$ cat config.mk
export PLATFORM = sky130hd
export DESIGN_NAME = add_sched
export DESIGN_NICKNAME = d
export VERILOG_FILES = /design/src/rtl/add_sched_pkg.sv /design/src/rtl/add_rr_arb.sv /design/src/rtl/add_sched.sv
export SDC_FILE = /design/constraint.sdc
export NUM_CORES = 1
export LEC_CHECK = 0
export ABC_CLOCK_PERIOD_IN_PS = 8310
export BUFFER_PORTS_ARGS = -buffer_cell sky130_fd_sc_hd__buf_2
export CAP_MARGIN = 25
export CORE_AREA = 2 2 70 72
export CTS_BUF_LIST = sky130_fd_sc_hd__clkbuf_8
export CTS_CLUSTER_DIAMETER = 200
export CTS_CLUSTER_SIZE = 30
export DETAILED_ROUTE_END_ITERATION = 12
export DIE_AREA = 0 0 72 74
export GPL_TIMING_DRIVEN = 1
export PLACE_DENSITY = 0.86
export SLEW_MARGIN = 5
export SYNTH_ARGS = -nofsm -noshare
export SYNTH_HDL_FRONTEND = slang
export SYNTH_SLANG_ARGS = --single-unit
$ cat constraint.sdc
create_clock -name clock -period 8.31 [get_ports clock]
set_clock_uncertainty 0.1 [all_clocks]
set_input_delay 0.4155 -clock clock [delete_from_list [all_inputs] [get_ports clock]]
set_output_delay 0.4155 -clock clock [all_outputs]
set_load 0.01 [all_outputs]
$ cat src/rtl/add_sched_pkg.sv
// Shared types and defaults for the round-robin shared-adder scheduler.
package add_sched_pkg;

    localparam int DEFAULT_NUM_REQ = 4;
    localparam int DEFAULT_WIDTH   = 4;
    localparam int COUNT_W         = 16;

    typedef enum logic [1:0] {
        ST_IDLE = 2'd0,
        ST_EXEC = 2'd1,
        ST_RESP = 2'd2
    } state_t;

endpackage

$ cat src/rtl/add_rr_arb.sv
// Combinational round-robin picker: searches upward from last_grant+1, wrapping.
module add_rr_arb
    import add_sched_pkg::*;
#(
    parameter int NUM_REQ = DEFAULT_NUM_REQ,
    localparam int IDX_W  = $clog2(NUM_REQ)
) (
    input  logic [NUM_REQ-1:0] req,
    input  logic [IDX_W-1:0]   last_grant,
    output logic [NUM_REQ-1:0] grant,
    output logic [IDX_W-1:0]   index,
    output logic               any
);

    int               cand_int;
    logic [IDX_W-1:0] cand;

    always_comb begin
        grant    = '0;
        index    = '0;
        any      = 1'b0;
        cand_int = 0;
        cand     = '0;
        for (int off = 1; off <= NUM_REQ; off++) begin
            cand_int = (int'(last_grant) + off) % NUM_REQ;
            cand     = IDX_W'(cand_int);
            if (!any && req[cand]) begin
                any         = 1'b1;
                grant[cand] = 1'b1;
                index       = cand;
            end
        end
    end

endmodule

$ cat src/rtl/add_sched.sv
// Shares one WIDTH-bit adder among NUM_REQ requesters: IDLE -> EXEC -> RESP,
// with back-to-back grants out of RESP when the result is consumed.
module add_sched
    import add_sched_pkg::*;
#(
    parameter int NUM_REQ = DEFAULT_NUM_REQ,
    parameter int WIDTH   = DEFAULT_WIDTH,
    localparam int IDX_W  = $clog2(NUM_REQ)
) (
    input  logic                     clock,
    input  logic                     reset_n,
    input  logic [NUM_REQ-1:0]       req_valid,
    output logic [NUM_REQ-1:0]       req_ready,
    input  logic [NUM_REQ*WIDTH-1:0] req_a,
    input  logic [NUM_REQ*WIDTH-1:0] req_b,
    input  logic [NUM_REQ-1:0]       req_cin,
    output logic                     rsp_valid,
    input  logic                     rsp_ready,
    output logic [WIDTH-1:0]         rsp_sum,
    output logic                     rsp_cout,
    output logic [IDX_W-1:0]         rsp_id,
    output logic                     busy,
    output logic [COUNT_W-1:0]       op_count
);

    state_t             state_reg;
    logic [IDX_W-1:0]   last_grant_reg;
    logic [IDX_W-1:0]   id_reg;
    logic [WIDTH-1:0]   a_reg;
    logic [WIDTH-1:0]   b_reg;
    logic               cin_reg;
    logic [WIDTH-1:0]   sum_reg;
    logic               cout_reg;
    logic [IDX_W-1:0]   rsp_id_reg;
    logic [COUNT_W-1:0] op_count_reg;

    logic [NUM_REQ-1:0] arb_grant;
    logic [IDX_W-1:0]   arb_index;
    logic               arb_any;
    logic               rsp_fire;
    logic               can_grant;
    logic               accept;
    logic [WIDTH:0]     add_result;

    add_rr_arb #(.NUM_REQ(NUM_REQ)) u_arb (
        .req        (req_valid),
        .last_grant (last_grant_reg),
        .grant      (arb_grant),
        .index      (arb_index),
        .any        (arb_any)
    );

    // A slot opens either when idle or when the held result is being consumed.
    assign rsp_fire   = (state_reg == ST_RESP) && rsp_ready;
    assign can_grant  = (state_reg == ST_IDLE) || rsp_fire;
    assign accept     = can_grant && arb_any;
    assign req_ready  = can_grant ? arb_grant : '0;
    assign add_result = {1'b0, a_reg} + {1'b0, b_reg} + {{WIDTH{1'b0}}, cin_reg};

    assign rsp_valid = (state_reg == ST_RESP);
    assign busy      = (state_reg != ST_IDLE);
    assign rsp_sum   = sum_reg;
    assign rsp_cout  = cout_reg;
    assign rsp_id    = rsp_id_reg;
    assign op_count  = op_count_reg;

    always_ff @(posedge clock or negedge reset_n) begin
        if (!reset_n) begin
            state_reg      <= ST_IDLE;
            last_grant_reg <= IDX_W'(NUM_REQ - 1);
            id_reg         <= '0;
            a_reg          <= '0;
            b_reg          <= '0;
            cin_reg        <= 1'b0;
            sum_reg        <= '0;
            cout_reg       <= 1'b0;
            rsp_id_reg     <= '0;
            op_count_reg   <= '0;
        end else begin
            case (state_reg)
                ST_IDLE: begin
                    if (accept) state_reg <= ST_EXEC;
                end
                ST_EXEC: begin
                    sum_reg    <= add_result[WIDTH-1:0];
                    cout_reg   <= add_result[WIDTH];
                    rsp_id_reg <= id_reg;
                    state_reg  <= ST_RESP;
                end
                ST_RESP: begin
                    if (rsp_fire) begin
                        op_count_reg <= op_count_reg + COUNT_W'(1);
                        state_reg    <= accept ? ST_EXEC : ST_IDLE;
                    end
                end
                default: state_reg <= ST_IDLE;
            endcase

            // Operands are snapshotted at grant so later input changes cannot leak in.
            if (accept) begin
                a_reg          <= req_a[arb_index*WIDTH +: WIDTH];
                b_reg          <= req_b[arb_index*WIDTH +: WIDTH];
                cin_reg        <= req_cin[arb_index];
                id_reg         <= arb_index;
                last_grant_reg <= arb_index;
            end
        end
    end

endmodule

# == Yosys cells after proc, flatten, opt, wreduce, memory -nomap -nowiden ==
# Cells that the tools add are included.
# totals
reg_bits,38
input_bits,43
output_inout_bits,29
elab_cells,87
# classes
addsub,7
order_cmp,9
n_eq_ne,4
n_shift,2
mux,35
n_bitwise,3
n_reduce_logical,17
# ops
operator,count
16-bit by 5-bit indexed part select with 4-bit output,2
4-bit two-way mux,5
16-bit by 1-bit adder with 16-bit output (second input constant),1
2-bit by 3-bit < comparator with 1-bit output (second input constant),5
1-bit two-way mux,14
2-bit two-way mux,6
4-bit OR,3
1-bit binary-select mux with 2-bit select,5
1-bit logical AND,9
1-bit demux with 2-bit select,4
2-bit by 1-bit greater-or-equal comparator with 1-bit output (second input constant),4
2-bit case mux with 3 select lines,1
4-bit by 4-bit adder with 5-bit output,1
5-bit by 1-bit adder with 5-bit output,1
2-bit by 1-bit adder with 2-bit output (second input constant),2
2-bit adder (second input constant),2
2-bit AND reduction,2
1-bit logical NOT,3
2-bit by 1-bit == test with 1-bit output (second input constant),1
2-bit == test (second input constant),1
2-bit logical NOT,1
2-bit by 1-bit inequality test with 1-bit output (second input constant),1
2-bit inequality test (second input constant),1
2-bit nonzero test,1
1-bit logical OR,1

# == Depth between registers and ports, before layout ==
# logic_depth
depth_word,17
depth_mapped,12
depth_no_buf,8

# == Hierarchy ==
# Synthesis repeated with hierarchy kept, for this count alone.
# unflattened
cells_unflattened,236
hier_area_um2,2568.7
# modules_own_cells
mod,n_inst,cells_each,area_per_inst_um2,seq_area_each_um2
add_sched,1,150,1939.4,953.4
add_rr_arb,1,86,629.4,0.0

# == Worst setup path before layout ==
# Ideal clock, no wire load.
# synth_path
path_type,register to output
startpoint,reg last_grant_reg[0]
endpoint,out req_ready[0]
arrival_ns,2.739
required_ns,7.795
path_slack_ns,5.056
path_stages_with_launch,10
path_buffers,2
path_cell_list,dfstp_2 -> buf_6 -> inv_1 -> ha_1 -> clkbuf_1 -> mux4_2 -> or2_4 -> nor3b_1 -> a221oi_1 -> nor2_1
# synth_via
elab_chain_cells,14
word_cells_on_any_way,49
classes_between,add/sub (4); order compare (8); mux (24); bitwise (3); reduce/logical (10)
# synth_rtl
element,line_no,rtl
"start, declared",add_sched.sv:27,logic [IDX_W-1:0] last_grant_reg;
"start signal, assigned",add_sched.sv:70,last_grant_reg <= IDX_W'(NUM_REQ - 1);
"start signal, assigned",add_sched.sv:105,last_grant_reg <= arb_index;
branches (longest 12 deep; another with 2-bit by 3-bit < comparator with 1-bit output),-,
4-bit two-way mux (*),add_rr_arb.sv:27,if (!any && req[cand]) begin
4-bit two-way mux (*),add_sched.sv:57,assign req_ready = can_grant ? arb_grant : '0;
"end, declared",add_sched.sv:13,"output logic [NUM_REQ-1:0] req_ready,"
# Every way passes the cells marked *. The select of a mux whose other input is x is not followed.

# == Final worst setup path ==
# layout_path
startpoint,reg last_grant_reg[0]
endpoint,out req_ready[3]
# Same word-level chain as after synthesis.

==> results.cfg <==
[clocking]
cts_setup_buffers = 0
worstSkewPairLatency_ns = 0.29
clock_path_buffers = 2
cts_made_buffers = 5
cts.sinks = 38
root_buffer = clkbuf_8
cts_hold_buf = 0
clkTransAtPathRegs_ns = 0.08
cts_htree_levels = 2
cts_tree = yes
cts_resized = 0

[synthesis]
synth_area_sq_um = 2610
syn-num-nets = 334
ys_types = 47
async_reset_ff_frac = 1.00
postSynthAreaPerCell_sq_um = 9.43
yosysWarnings = 0
ys_top_cells_by_area = dfrtp_1 (34%), ha_1 (5.7%), nand2_1 (3.7%), xnor2_1 (3.7%), mux4_2 (3.4%)
synth_cells = 277
synthFlopType = dfrtp_1
yosys.area.top_type = dfrtp_1
ys_ff_latch = 38
yosysTopAreaCellShare = 0.345
synth-edff-count = 0
ys_seq_area_frac = 0.365

[timing]
maxSlewViolCount = 0
finalHoldViolCount = 0
setup_tns_ns = 0
fmax_ghz = 0.247
post-route-min-period_ns = 4.06
holdWs_ns = 0.117
setup_viol = 0
max_slew.worst_pin.slew_ns = 0.815
worst_slack_ns = 4.25
rsz0062_at_grt = false
slew_headroom = 0.456
post-route-period-util = 0.488

[power_and_ir_drop]
p_leak_uw = 0.00154
power_frac_comb = 0.598
peakVddDrop_v = 0.000322
p_per_area_nw_per_um2 = 415
swShare = 0.453
internal-power_uw = 708
power_frac_seq = 0.252
netSwitchingPower_uw = 586
clkPwrFrac = 0.149

[run]
cap_violations = 0

[die]
placementRows = 25
core_sq_um = 4600
die_y_microns = 74
fp.dieArea_sq_um = 5330
initial_utilization = 0.568
ios = 72
die_x_microns = 72

[placed_design]
hpwl_mm = 4.40
gp_congestion = 0.968
io_buffers = 71
place_ws_ns = 4.49
dpl_cell_area_sq_um = 2970

[final_layout]
utilization = 0.677
syn2layout_area_growth_pct = 19.3
nets = 399
n_fill_cell = 370
largest_reg_flops = 16
final_cell_area_sq_um = 3110
diodes = 0
drive_gt1_frac = 0.283

[outcome]
status = complete, no violations

[global_routing]
antenna_found_initial = 0
grt_usage = 0.230
grt_pass1_wl_mm = 9.71
grt_pass1_vias = 2160
grt_max_degree = 39
grt.overflow.total = 0

[drt]
drt_iter0_drc = 144
firstDrtPassIters = 4
drc_errors = 0
wl_mm = 5.99
post_drt_wl_per_cell_microns = 15.1
antenna_left = 0
drt-vias-per-instance = 6.01
vias = 2386

[setup_path]
critPathLaunchType = flip-flop
cp-end-kind = output port
max_stage_delay_ns = 0.81
cp.arrival_ns = 3.54
crit_fanout = 21
crit_required_ns = 7.79
slowest_stage = dfstp_2
worstSetupPathType = reg -> out
crit_chain = inv_1, ha_1, mux4_2, or2_4, nor3b_1, a221oi_1, nor2_1, buf_2

[hold_path]
hp-class = in -> async
==> synth_stat cells (all sizes together) (3+ instances only) <==
cell    number
a21boi       8
a21o         7
a21oi        7
a221oi       6
a22oi        7
a31oi        8
a41oi        3
and3        11
buf          4
clkbuf      10
dfrtp       36
ha          12
inv         12
mux2         3
mux2i        3
mux4         4
nand2       26
nand2b      11
nand3        7
nand4        9
nor2        19
nor2b        3
o211ai       7
o21ai       16
xnor2       11
xor2         7
==> metrics by stage <==
stage	cells	total power, uW
after floorplan	277	935
after global placement	389	1070
after detailed placement	389	1090
after CTS	397	1290
after global routing	397	1400
final	397	1290
==> power by group through the flow <==
stage / clock (uW) / combinational (uW) / sequential [uW]
4_1_cts: 195 / 772 / 326
2_1_floorplan: 0 / 620 / 315
3_5_place_dp: 0 / 765 / 328
5_1_grt: 202 / 861 / 336
6_report: 193 / 774 / 326
3_3_place_gp: 0 / 745 / 325
==> worst paths after layout <==
path / start / end / slack (ns) / cells after the start
max: last_grant_reg[0] / req_ready[3] / 4.25 / 8
min: reset_n / op_count[7] / 0.12 / 1
max reg2reg: last_grant_reg[0] / a_reg[2] / 4.45 / 8
min reg2reg: op_count[15] / op_count[15] / 0.37 / 1
max in group asynchronous: reset_n / op_count[10] / 7.48 / 1
min in group clock: req_b[5] / b_reg[1] / 0.28 / 3
==> layout make-up <==
| class | count | area (sq um) | share of cell area |
|---|---|---|---|
| Clock buffer | 6 | 82.6 | 0.0265 |
| Clock inverter | 2 | 60.1 | 0.0193 |
| Inverter | 12 | 45.0 | 0.0145 |
| Multi-Input combinational cell | 213 | 1540 | 0.495 |
| Sequential cell | 38 | 953 | 0.306 |
| Tap cell | 54 | 67.6 | 0.0217 |
| Timing Repair Buffer | 72 | 363 | 0.117 |
==> cells in the final DEF (no fill, tap or decap), types with 11 or more instances in the layout <==
cell type and instances:
o21ai_0 12, ha_1 12, buf_2 71, nand2b_1 11
nor2_1 19, dfrtp_1 36, and3_1 11, inv_1 11
xnor2_1 11, nand2_1 26
==> kinds of logic (layout without fill, tap and decap cells) <==
group	count (synthesis)	count (layout)	synth area share
AOI/OAI and AO/OA	77	77	0.215
xor gates and xnor gates	18	18	0.0604
adders and majority gates	14	14	0.0728
buffers and inverters	26	92	0.0441
DFF	38	38	0.365
muxes	10	10	0.0589
and+or+nand+nor	94	94	0.184
==> routing by layer <==
layer | global-route usage | up-vias | wire length, microns
li1 | - | 1141 | -
met1 | 0.302 | 1143 | 2590
met2 | 0.379 | 90 | 3000
met3 | 0.0393 | 12 | 300
met4 | 0.103 | 0 | 106
met5 | 0 | - | 0
==> critical path: cells and delay by family (launching register included) <==
family	cells	cell delay, ns
muxes	1	0.51
and+or+nand+nor	3	0.83
buffers and inverters	2	0.41
DFF	1	0.81
AOI/OAI and AO/OA	1	0.15
adders and majority gates	1	0.53
Note: power is estimated with default switching activity, not from simulation.
